`src/rtl/i2c_target_stretch.sv`:
```
// rtl/i2c_target_stretch.sv - I2C write-only target that stretches SCL while a received byte is unconsumed
// Optional input glitch filter enabled by defining I2C_TGT_GLITCH_FILT_EN.
module i2c_target_stretch #(
    parameter logic [6:0] ADDR        = 7'h42,
    parameter int         SYNC_STAGES = 2
) (
    input  logic       clk,
    input  logic       rst_n,
    input  logic       scl_in,
    input  logic       sda_in,
    output logic       scl_oe,
    output logic       sda_oe,
    output logic [7:0] rx_data,
    output logic       rx_valid,
    input  logic       rx_ready,
    output logic       rx_first,
    output logic       busy
);

    typedef enum logic [2:0] {
        S_IDLE, S_ADDR, S_ADDR_ACK, S_DATA, S_DATA_HOLD, S_DATA_ACK, S_IGNORE
    } state_t;

    logic [SYNC_STAGES-1:0] scl_sync_q, sda_sync_q;
    logic                   scl_s, sda_s;
    logic                   scl_prev_q, sda_prev_q;

    always_ff @(posedge clk or negedge rst_n) begin
        if (!rst_n) begin
            scl_sync_q <= '1;
            sda_sync_q <= '1;
        end else begin
            scl_sync_q <= {scl_sync_q[SYNC_STAGES-2:0], scl_in};
            sda_sync_q <= {sda_sync_q[SYNC_STAGES-2:0], sda_in};
        end
    end

`ifdef I2C_TGT_GLITCH_FILT_EN
    // Output flips only after three consecutive samples disagree with it.
    logic       scl_flt_q, sda_flt_q;
    logic [1:0] scl_cnt_q, sda_cnt_q;

    always_ff @(posedge clk or negedge rst_n) begin
        if (!rst_n) begin
            scl_flt_q <= 1'b1;
            sda_flt_q <= 1'b1;
            scl_cnt_q <= 2'd0;
            sda_cnt_q <= 2'd0;
        end else begin
            if (scl_sync_q[SYNC_STAGES-1] == scl_flt_q) begin
                scl_cnt_q <= 2'd0;
            end else if (scl_cnt_q == 2'd2) begin
                scl_flt_q <= ~scl_flt_q;
                scl_cnt_q <= 2'd0;
            end else begin
                scl_cnt_q <= scl_cnt_q + 2'd1;
            end
            if (sda_sync_q[SYNC_STAGES-1] == sda_flt_q) begin
                sda_cnt_q <= 2'd0;
            end else if (sda_cnt_q == 2'd2) begin
                sda_flt_q <= ~sda_flt_q;
                sda_cnt_q <= 2'd0;
            end else begin
                sda_cnt_q <= sda_cnt_q + 2'd1;
            end
        end
    end

    assign scl_s = scl_flt_q;
    assign sda_s = sda_flt_q;
`else
    assign scl_s = scl_sync_q[SYNC_STAGES-1];
    assign sda_s = sda_sync_q[SYNC_STAGES-1];
`endif

    state_t     state_q, state_d;
    logic [2:0] bit_cnt_q, bit_cnt_d;
    logic [6:0] shift_q, shift_d;
    logic       sda_oe_q, sda_oe_d;
    logic       scl_oe_q, scl_oe_d;
    logic [7:0] rx_data_q, rx_data_d;
    logic       rx_valid_q, rx_valid_d;
    logic       rx_first_q, rx_first_d;
    logic       first_q, first_d;
    logic       nine_q, nine_d;
    logic       stretch_now;

    logic       scl_rise, scl_fall, start_det, stop_det, handshake, last_bit;
    logic [7:0] next_byte;

    // Our own SDA/SCL drive must never be mistaken for a bus condition.
    assign scl_rise  = scl_s & ~scl_prev_q;
    assign scl_fall  = ~scl_s & scl_prev_q;
    assign start_det = ~(sda_oe_q | scl_oe_q) & scl_s & scl_prev_q & sda_prev_q & ~sda_s;
    assign stop_det  = ~(sda_oe_q | scl_oe_q) & scl_s & scl_prev_q & ~sda_prev_q & sda_s;
    assign handshake = rx_valid_q & rx_ready;
    assign next_byte = {shift_q, sda_s};
    assign last_bit  = scl_rise & (bit_cnt_q == 3'd7);

    always_comb begin
        state_d     = state_q;
        bit_cnt_d   = bit_cnt_q;
        shift_d     = shift_q;
        sda_oe_d    = sda_oe_q;
        scl_oe_d    = scl_oe_q;
        rx_data_d   = rx_data_q;
        rx_valid_d  = rx_valid_q;
        rx_first_d  = rx_first_q;
        first_d     = first_q;
        nine_d      = nine_q;
        stretch_now = 1'b0;

        if (handshake) begin
            rx_valid_d = 1'b0;
            rx_first_d = 1'b0;
        end
        if (scl_rise) begin
            shift_d   = next_byte[6:0];
            bit_cnt_d = bit_cnt_q + 3'd1;
        end

        if (start_det) begin
            state_d   = S_ADDR;
            bit_cnt_d = 3'd0;
            sda_oe_d  = 1'b0;
            scl_oe_d  = 1'b0;
            nine_d    = 1'b0;
        end else if (stop_det) begin
            state_d  = S_IDLE;
            sda_oe_d = 1'b0;
            scl_oe_d = 1'b0;
            nine_d   = 1'b0;
        end else begin
            case (state_q)
                S_ADDR: begin
                    if (last_bit) begin
                        state_d = (next_byte[7:1] == ADDR && !next_byte[0]) ? S_ADDR_ACK : S_IGNORE;
                    end
                end
                S_ADDR_ACK, S_DATA_ACK: begin
                    if (scl_rise && sda_oe_q) begin
                        nine_d = 1'b1;
                    end
                    if (scl_fall) begin
                        if (!sda_oe_q) begin
                            sda_oe_d = 1'b1;
                        end else if (nine_q) begin
                            sda_oe_d  = 1'b0;
                            nine_d    = 1'b0;
                            bit_cnt_d = 3'd0;
                            state_d   = S_DATA;
                            if (state_q == S_ADDR_ACK) begin
                                first_d = 1'b1;
                            end
                        end
                    end
                end
                S_DATA: begin
                    if (last_bit) begin
                        rx_data_d  = next_byte;
                        rx_valid_d = 1'b1;
                        rx_first_d = first_q;
                        first_d    = 1'b0;
                        state_d    = S_DATA_HOLD;
                    end
                end
                S_DATA_HOLD: begin
                    // While stretching, ACK goes out one clk before SCL is let go.
                    if (scl_oe_q) begin
                        if (handshake) begin
                            sda_oe_d = 1'b1;
                        end else if (!rx_valid_q) begin
                            scl_oe_d = 1'b0;
                            state_d  = S_DATA_ACK;
                        end
                    end else if (scl_fall) begin
                        if (rx_valid_q) begin
                            scl_oe_d    = 1'b1;
                            stretch_now = 1'b1;
                            if (handshake) begin
                                sda_oe_d = 1'b1;
                            end
                        end else begin
                            sda_oe_d = 1'b1;
                            state_d  = S_DATA_ACK;
                        end
                    end
                end
                default: ;
            endcase
        end
    end

    always_ff @(posedge clk or negedge rst_n) begin
        if (!rst_n) begin
            scl_prev_q <= 1'b1;
            sda_prev_q <= 1'b1;
            state_q    <= S_IDLE;
            bit_cnt_q  <= 3'd0;
            shift_q    <= 7'd0;
            sda_oe_q   <= 1'b0;
            scl_oe_q   <= 1'b0;
            rx_data_q  <= 8'h00;
            rx_valid_q <= 1'b0;
            rx_first_q <= 1'b0;
            first_q    <= 1'b0;
            nine_q     <= 1'b0;
        end else begin
            scl_prev_q <= scl_s;
            sda_prev_q <= sda_s;
            state_q    <= state_d;
            bit_cnt_q  <= bit_cnt_d;
            shift_q    <= shift_d;
            sda_oe_q   <= sda_oe_d;
            scl_oe_q   <= scl_oe_d;
            rx_data_q  <= rx_data_d;
            rx_valid_q <= rx_valid_d;
            rx_first_q <= rx_first_d;
            first_q    <= first_d;
            nine_q     <= nine_d;
        end
    end

    assign scl_oe   = scl_oe_q | stretch_now;
    assign sda_oe   = sda_oe_q;
    assign rx_data  = rx_data_q;
    assign rx_valid = rx_valid_q;
    assign rx_first = rx_first_q;
    assign busy     = (state_q != S_IDLE);

endmodule

```
`config.mk`:
```
export PLATFORM = sky130hd
export DESIGN_NAME = i2c_target_stretch
export DESIGN_NICKNAME = d
export VERILOG_FILES = /design/src/rtl/i2c_target_stretch.sv
export SDC_FILE = /design/constraint.sdc
export NUM_CORES = 1
export LEC_CHECK = 0
export CORE_ASPECT_RATIO = 1.1
export CORE_MARGIN = 1
export CORE_UTILIZATION = 50
export CTS_CLUSTER_DIAMETER = 200
export CTS_CLUSTER_SIZE = 16
export DETAILED_ROUTE_END_ITERATION = 7
export HOLD_SLACK_MARGIN = 0.15
export PLACE_DENSITY_LB_ADDON = 0.12
export RECOVER_POWER = 50
export SLEW_MARGIN = 20
export SYNTH_ARGS = -nofsm -noshare
export SYNTH_HDL_FRONTEND = slang
export SYNTH_SLANG_ARGS = --single-unit
```
`constraint.sdc`:
```
create_clock -name clk -period 3.21 [get_ports clk]
set_clock_uncertainty 0.2 [all_clocks]
set_input_delay 0.963 -clock clk [delete_from_list [all_inputs] [get_ports clk]]
set_output_delay 0.963 -clock clk [all_outputs]
set_load 0.01 [all_outputs]
```
==> summary.txt, run 1 <==
Outcome
  – Status: complete, but fails checks
  – Failing checks: max-capacitance violations, max-slew violations

Logic synthesis
  – Ys Warns: 0
  – Synthesized area per cell: 11.7 µm²
  – Synth async-reset ratio: 100%
  – Mapped cell area: 0.00153 mm²
  – Dominant cells by area after synthesis: dfrtp_1 44%, mux2_2 11%, dfstp_2 10%
  – Synthesized instance count: 130
  – Cell variety after synth: 40
  – Most used DFF post-synth: dfrtp_1
  – Post-Syn Nets: 137
  – Post-synth top area cell: dfrtp_1
  – Share of the synthesized area in the top cell type: 44.3%
  – Yosys reg bits: 33
  – Post-synth EDFFs: 0
  – Seq/Total Area, Yosys: 54.6%

Cells and area
  – Layout area overhead: 19.7%
  – # nets final: 159
  – Final Instance Area: 0.00183 mm²
  – N_diodes: 0
  – Fin util: 64.6%
  – Final cell count without fillers: 186
  – # fillers: 231
  – Layout cells sized above 1: 21.6%

GRT
  – Largest net degree at the start of global routing: 34
  – First-pass GRT wire length: 4510 µm
  – Grt ovf: 0
  – Vias in the first global route: 1,000
  – Tot GR Track Use: 19.9%
  – Initial antenna violation count: 0

Place
  – Place WS: 0.535 ns
  – IO buf count: 17
  – Dpl cells: 178
  – RePlAce Congestion: 0.816
  – Placed Area: 0.00173 mm²
  – Post-DP HPWL: 1880 µm

Floorplan
  – Starting density of the core: 53.9%
  – Io pins: 18
  – DIE WIDTH: 54.7 µm
  – # rows: 20
  – Core area: 0.00283 mm²
  – Chip Height: 59.9 µm
  – Die ar.: 0.00328 mm²

Clock network
  – Clock Latency Late Sink: 0.33 ns
  – Root Buffer: clkbuf_4
  – Num CTS Buffers: 5
  – Post-CTS Resized: 0
  – Clock sink count: 33
  – H-tree lvl count: 2
  – Clock transition at the registers of the reported paths: 0.10 ns
  – Max clock buf depth: 2
  – CTS tree: done
  – Hold_buf cts: 0
  – Setup repair bufs after CTS: 0

Drt
  – DRC: 0
  – 1st-pass router iterations: 4
  – Post-DRT Antenna Nets: 0
  – Via-to-Cell Ratio: 5.80
  – Drt first-iter violations: 28
  – Post-Route WL: 2660 µm
  – Total number of vias: 1,079
  – DR WL/cell: 14.3 µm

Timing
  – Final hold violations: 0
  – Max_slew headroom: -13.4%
  – Final WS setup: 0.158 ns
  – Max Slew Vio Count: 34
  – Setup Viol. Count Final: 0
  – Tmin final: 3.05 ns
  – Hold Worst Slack: 0.165 ns
  – Setup TNS: 0 ns
  – Slew @ Worst Pin: 1.70 ns
  – Period utilization: 95.1%
  – RSZ-0062 raised after global routing: no
  – F_max: 328 MHz

Power
  – P_leak: 0.803 nW
  – Pwr per Cell Area: 557 mW/mm²
  – Tot Pwr: 1.02 mW
  – Peak supply drop: 528 µV

Worst setup path
  – Reg2reg start: bit_cnt_q[0]$_DFF_PN0_
  – CP cell instances: and2b_1, a41o_1, clkdlybuf4s50_1
  – Slowest stage delay, CP: 0.60 ns
  – CP Data Required Time: 2.05 ns
  – Reg2reg path depth: 5
  – Crit start category: flop
  – CP arrival: 1.89 ns
  – CP max stage cell: dfstp_2
  – Crit Reg-Reg Endpoint: rx_data[2]$_DFFE_PN0P_
  – Critical Path End Type: primary output
  – R2r setup slk: 1.15 ns
  – Setup CP Type: flop to primary output
  – CP Max Fanout: 9

Hold path
  – Hold Path Class: flop to flop
  – Worst hold stages: 0
  – Worst Hold Path EP: scl_sync_q[1]$_DFF_PN1_
  – Worst Min Path Start: scl_sync_q[0]$_DFF_PN1_

Flow run
  – Max-cap violation count: 1
## critical path, delay by kind of cell, from the launching register on
family | cells | cell delay, ns
compound gates | 1 | 0.24
simple gates | 1 | 0.25
flops | 1 | 0.60
buf+inv | 1 | 0.47
## how the worst max path moves through the flow
stage / startpoint / cells past startpoint / slack (ns) / to
2_1_floorplan: scl_sync_q[1]$_DFF_PN1_ / 2 / 1.01 / scl_oe
3_3_place_gp: scl_sync_q[1]$_DFF_PN1_ / 3 / 0.55 / scl_oe
3_5_place_dp: scl_sync_q[1]$_DFF_PN1_ / 3 / 0.53 / scl_oe
4_1_cts: scl_sync_q[1]$_DFF_PN1_ / 3 / 0.13 / scl_oe
5_1_grt: scl_sync_q[1]$_DFF_PN1_ / 3 / 0.07 / scl_oe
6_report: scl_sync_q[1]$_DFF_PN1_ / 3 / 0.16 / scl_oe
## synth_stat cells, types with 2 or more instances
master    instances
a211oi_1          2
a21oi_1           6
a31oi_1           2
buf_2             2
dfrtp_1          27
dfstp_2           6
ha_1              2
inv_1             4
mux2_2           15
mux2i_1           3
nand2_1           6
nand2b_1          3
nand4b_1          2
nor2_1           12
nor2b_1           3
nor4b_1           3
o21a_1            2
o21ai_0           7
or3_1             2
## cell type report
class	count	area [µm²]	area share, %
Sequential cell	33	833	45.6
Multi-Input combinational cell	89	652	35.7
Timing Repair Buffer	19	181	9.94
Clock inverter	3	65.1	3.56
Tap cell	33	41.3	2.26
Clock buffer	5	37.5	2.06
Inverter	4	15.0	0.822
## kinds of logic after synthesis
logic type | share of synthesized area (%)
buffers and inverters | 2.62
muxes | 13.0
and+or+nand+nor | 15.4
xor gates and xnor gates | 1.15
DFF | 54.6
adders and majority gates | 1.64
AOI/OAI and AO/OA | 11.5
## per-layer routing
layer	wire (µm)	up-vias	track usage, %
met5	0	-	0
met4	37	0	8.79
met3	98	6	6.87
met2	1240	19	29.9
met1	1270	535	25.3
li1	-	519	-
## registers in the layout, indices dropped and copies added (netlist names)
name,cells
shift_q,7
sda_oe,1
state_q,3
scl_prev_q,1
rx_first,1
rx_data,8
sda_prev_q,1
sda_sync_q,2
rx_valid,1
bit_cnt_q,3
scl_oe_q,1
first_q,1
scl_sync_q,2
nine_q,1
## where the power goes
part	switching [mW]	leakage, nW	internal, mW
Sequential	0.0462	0.413	0.476
Combinational	0.0486	0.335	0.0656
Clock	0.140	0.0552	0.241
Total	0.235	0.803	0.783
## layout by cell type (no fill, tap or decap), drive strengths merged, types with 3 or more instances in the layout
master | synthesis | layout
nand2 | 6 | 6
nand2b | 3 | 3
clkbuf | 1 | 6
dfrtp | 27 | 27
a21oi | 6 | 6
clkdlybuf4s50 | 0 | 14
mux2 | 15 | 15
dfstp | 6 | 6
inv | 4 | 4
mux2i | 3 | 3
o21ai | 7 | 7
dlygate4sd3 | 0 | 3
nor4b | 3 | 3
nor2b | 3 | 3
nor2 | 13 | 13
Power figures use the tool's default switching activity.
==> run 2: changes to the inputs <==
--- a/config.mk
+++ b/config.mk
@@ -5,11 +5,11 @@
 export SDC_FILE = /design/constraint.sdc
 export NUM_CORES = 1
 export LEC_CHECK = 0
+export ABC_AREA = 1
 export CORE_ASPECT_RATIO = 1.1
 export CORE_MARGIN = 1
 export CORE_UTILIZATION = 50
 export CTS_CLUSTER_DIAMETER = 200
-export CTS_CLUSTER_SIZE = 16
 export DETAILED_ROUTE_END_ITERATION = 7
 export HOLD_SLACK_MARGIN = 0.15
 export PLACE_DENSITY_LB_ADDON = 0.12
==> run 2 against run 1 <==
Net effect:
- the run still ends with max-capacitance violations, max-slew violations left
- largest cell class unchanged
- highest routed layer unchanged
- clock power fell by 31%
- largest power group unchanged
- cell count rose by 22%
- flip-flop and latch count did not move
==> summary.txt, run 2 <==
Logic synthesis
  – Ys Warns: 0
  – Synthesized instance count: 170
  – Most frequent cell after synthesis: nand2_1
  – Synthesized area per cell: 8.88 µm²
  – Cell variety after synth: 27
  – Dominant cells by area after synthesis: dfrtp_1 45%, nand2_1 12%, dfstp_2 10%
  – Most used DFF post-synth: dfrtp_1
  – List of most frequent post-synthesis cells: 48 x nand2_1, 27 x dfrtp_1, 24 x inv_1, 10 x nor2_1, 9 x o21ai_2
  – Post-synth top area cell: dfrtp_1
  – Post-synth EDFFs: 0
  – Mapped cell area: 0.00151 mm²
  – Seq/Total Area, Yosys: 55.2%
  – Synth async-reset ratio: 100%
  – Yosys reg bits: 33
  – Share of the synthesized area in the top cell type: 44.7%
  – Post-Syn Nets: 177

GRT
  – Largest net degree at the start of global routing: 34
  – First-pass GRT wire length: 4570 µm
  – Initial antenna violation count: 0
  – Grt ovf: 0
  – Vias in the first global route: 1,102
  – Tot GR Track Use: 20.7%

Cells and area
  – Most common cell after layout, fill and taps aside: nand2_1
  – # fillers: 254
  – Max FFs per register: 8
  – Final Instance Area: 0.00178 mm²
  – N_diodes: 0
  – Fin util: 62.9%
  – # nets final: 200
  – Layout area overhead: 17.8%
  – Commonest non-fill, non-tap cells in the layout: 48 x nand2_1, 27 x dfrtp_1, 24 x inv_1, 14 x clkdlybuf4s50_1, 10 x nor2_1
  – Layout cells sized above 1: 15.5%

Worst setup path
  – Setup CP Type: flop to primary output
  – CP cell instances: nor2_1, nand2_1, nor2_1, inv_1, o21ai_0, clkdlybuf4s50_1
  – CP Data Required Time: 2.05 ns
  – Slowest stage delay, CP: 0.55 ns
  – Crit start category: flop
  – Crit path buf inv count: 2
  – Most numerous cell on the critical path: nor2_1
  – CP max stage cell: clkdlybuf4s50_1
  – Critical Path End Type: primary output
  – CP arrival: 1.94 ns
  – CP top delay family: buffers and inverters
  – CP Max Fanout: 5

Drt
  – Total number of vias: 1,123
  – 1st-pass router iterations: 4
  – Post-DRT Antenna Nets: 0
  – Via-to-Cell Ratio: 4.95
  – Drt first-iter violations: 38
  – DRC: 0
  – Post-Route WL: 2660 µm
  – DR WL/cell: 11.7 µm

Timing
  – Hold Worst Slack: 0.168 ns
  – F_max: 323 MHz
  – Final hold violations: 0
  – Setup Viol. Count Final: 0
  – Tmin final: 3.10 ns
  – Period utilization: 96.6%
  – Setup TNS: 0 ns
  – Max_slew headroom: -12.3%
  – Slew @ Worst Pin: 1.68 ns
  – RSZ-0062 raised after global routing: no
  – Max Slew Vio Count: 34

Place
  – Post-DP HPWL: 1990 µm
  – IO buf count: 17
  – RePlAce Congestion: 0.934
  – Placed Area: 0.00171 mm²

Hold path
  – Hold Path Class: flop to flop

Clock network
  – Clock sink count: 33
  – Max clock buf depth: 2
  – Post-CTS Resized: 0
  – Hold_buf cts: 0
  – Clock transition at the registers of the reported paths: 0.10 ns
  – CTS tree: done
  – Setup repair bufs after CTS: 0
  – H-tree lvl count: 2
  – Root Buffer: clkbuf_4
  – Num CTS Buffers: 5
  – Clock Latency Late Sink: 0.34 ns

Flow run
  – Max-cap violation count: 1

Floorplan
  – Core area: 0.00283 mm²
  – # rows: 20
  – Die ar.: 0.00324 mm²
  – Io pins: 18
  – Chip Height: 59.6 µm
  – DIE WIDTH: 54.4 µm
  – Starting density of the core: 53.4%

Power
  – Pwr per Cell Area: 685 mW/mm²
  – Peak supply drop: 544 µV
  – P_leak: 0.866 nW

Outcome
  – Failing checks: max-capacitance violations, max-slew violations
  – Status: complete, but fails checks
-- run 2: cell type report --
| class | count | area [µm²] | share of cell area, % |
|---|---|---|---|
| inverter | 27 | 101 | 5.70 |
| multi-input combinational | 108 | 559 | 31.4 |
| timing repair buffer | 18 | 174 | 9.77 |
| sequential | 33 | 833 | 46.8 |
| clock inverter | 1 | 5.00 | 0.281 |
| tap | 33 | 41.3 | 2.32 |
| clock buffer | 7 | 65.1 | 3.66 |
-- run 2: worst reg2reg max path, delay by kind of cell (launching register included) --
kind                       cells  cell delay (ns)
adders and majority gates      2             0.39
and+or+nand+nor                2             0.16
DFF                            1             0.41
buffers and inverters          1             0.27
AOI/OAI and AO/OA              2             0.24
-- run 2: worst paths after layout --
| path | start | to | slack (ns) | cells after the start |
|---|---|---|---|---|
| worst max-delay path | state_q[1]$_DFFE_PN0P_ | scl_oe | 0.11 | 6 |
| worst min-delay path | scl_sync_q[0]$_DFF_PN1_ | scl_sync_q[1]$_DFF_PN1_ | 0.17 | 0 |
| worst max register to register | bit_cnt_q[0]$_DFF_PN0_ | rx_first$_DFF_PN0_ | 1.48 | 7 |
| worst min register to register | scl_sync_q[0]$_DFF_PN1_ | scl_sync_q[1]$_DFF_PN1_ | 0.17 | 0 |
| max in group asynchronous | rst_n | bit_cnt_q[0]$_DFF_PN0_ | 0.44 | 2 |
| min in group asynchronous | rst_n | rx_data[3]$_DFFE_PN0P_ | 1.40 | 2 |
-- run 2: routing by layer --
layer	vias to the layer above	global-route usage, %	part of all wire, %
met1	515	24.3	46
met5	-	0	0
li1	582	-	-
met3	5	7.69	4.5
met4	0	9.89	2.1
met2	21	32.9	48
-- run 2: power breakdown --
| group | switching, mW | internal [mW] | total, mW | leakage (nW) |
|---|---|---|---|---|
| clock | 0.136 | 0.127 | 0.263 | 0.0413 |
| combinational | 0.241 | 0.155 | 0.397 | 0.416 |
| sequential | 0.0649 | 0.495 | 0.560 | 0.409 |
| total | 0.443 | 0.777 | 1.22 | 0.866 |
-- run 2: cell families (layout without fill, tap and decap cells) --
| group | count (synthesis) | count (layout) | synth area share, % |
|---|---|---|---|
| simple gates | 79 | 79 | 23.4 |
| compound gates | 26 | 26 | 11.4 |
| flops | 33 | 33 | 55.2 |
| buf+inv | 29 | 53 | 7.79 |
| xor+xnor | 1 | 1 | 0.580 |
| fa+ha+maj | 2 | 2 | 1.66 |
-- run 2: metrics by stage --
stage	power (mW)	setup WS (ns)	instances
floorplan	0.849	0.990	170
global placement	0.953	0.544	219
detailed placement	0.968	0.500	219
CTS	1.24	0.110	227
global route	1.32	0.0123	227
finish	1.22	0.110	227
==> run 3: changes to the inputs <==
--- a/config.mk
+++ b/config.mk
@@ -14,7 +14,7 @@
 export HOLD_SLACK_MARGIN = 0.15
 export PLACE_DENSITY_LB_ADDON = 0.12
 export RECOVER_POWER = 50
-export SLEW_MARGIN = 20
+export SLEW_MARGIN = 30
 export SYNTH_ARGS = -nofsm -noshare
 export SYNTH_HDL_FRONTEND = slang
 export SYNTH_SLANG_ARGS = --single-unit
==> results of run 3 <==
No change in the layout: final DEF, timing and power equal those of run 2.
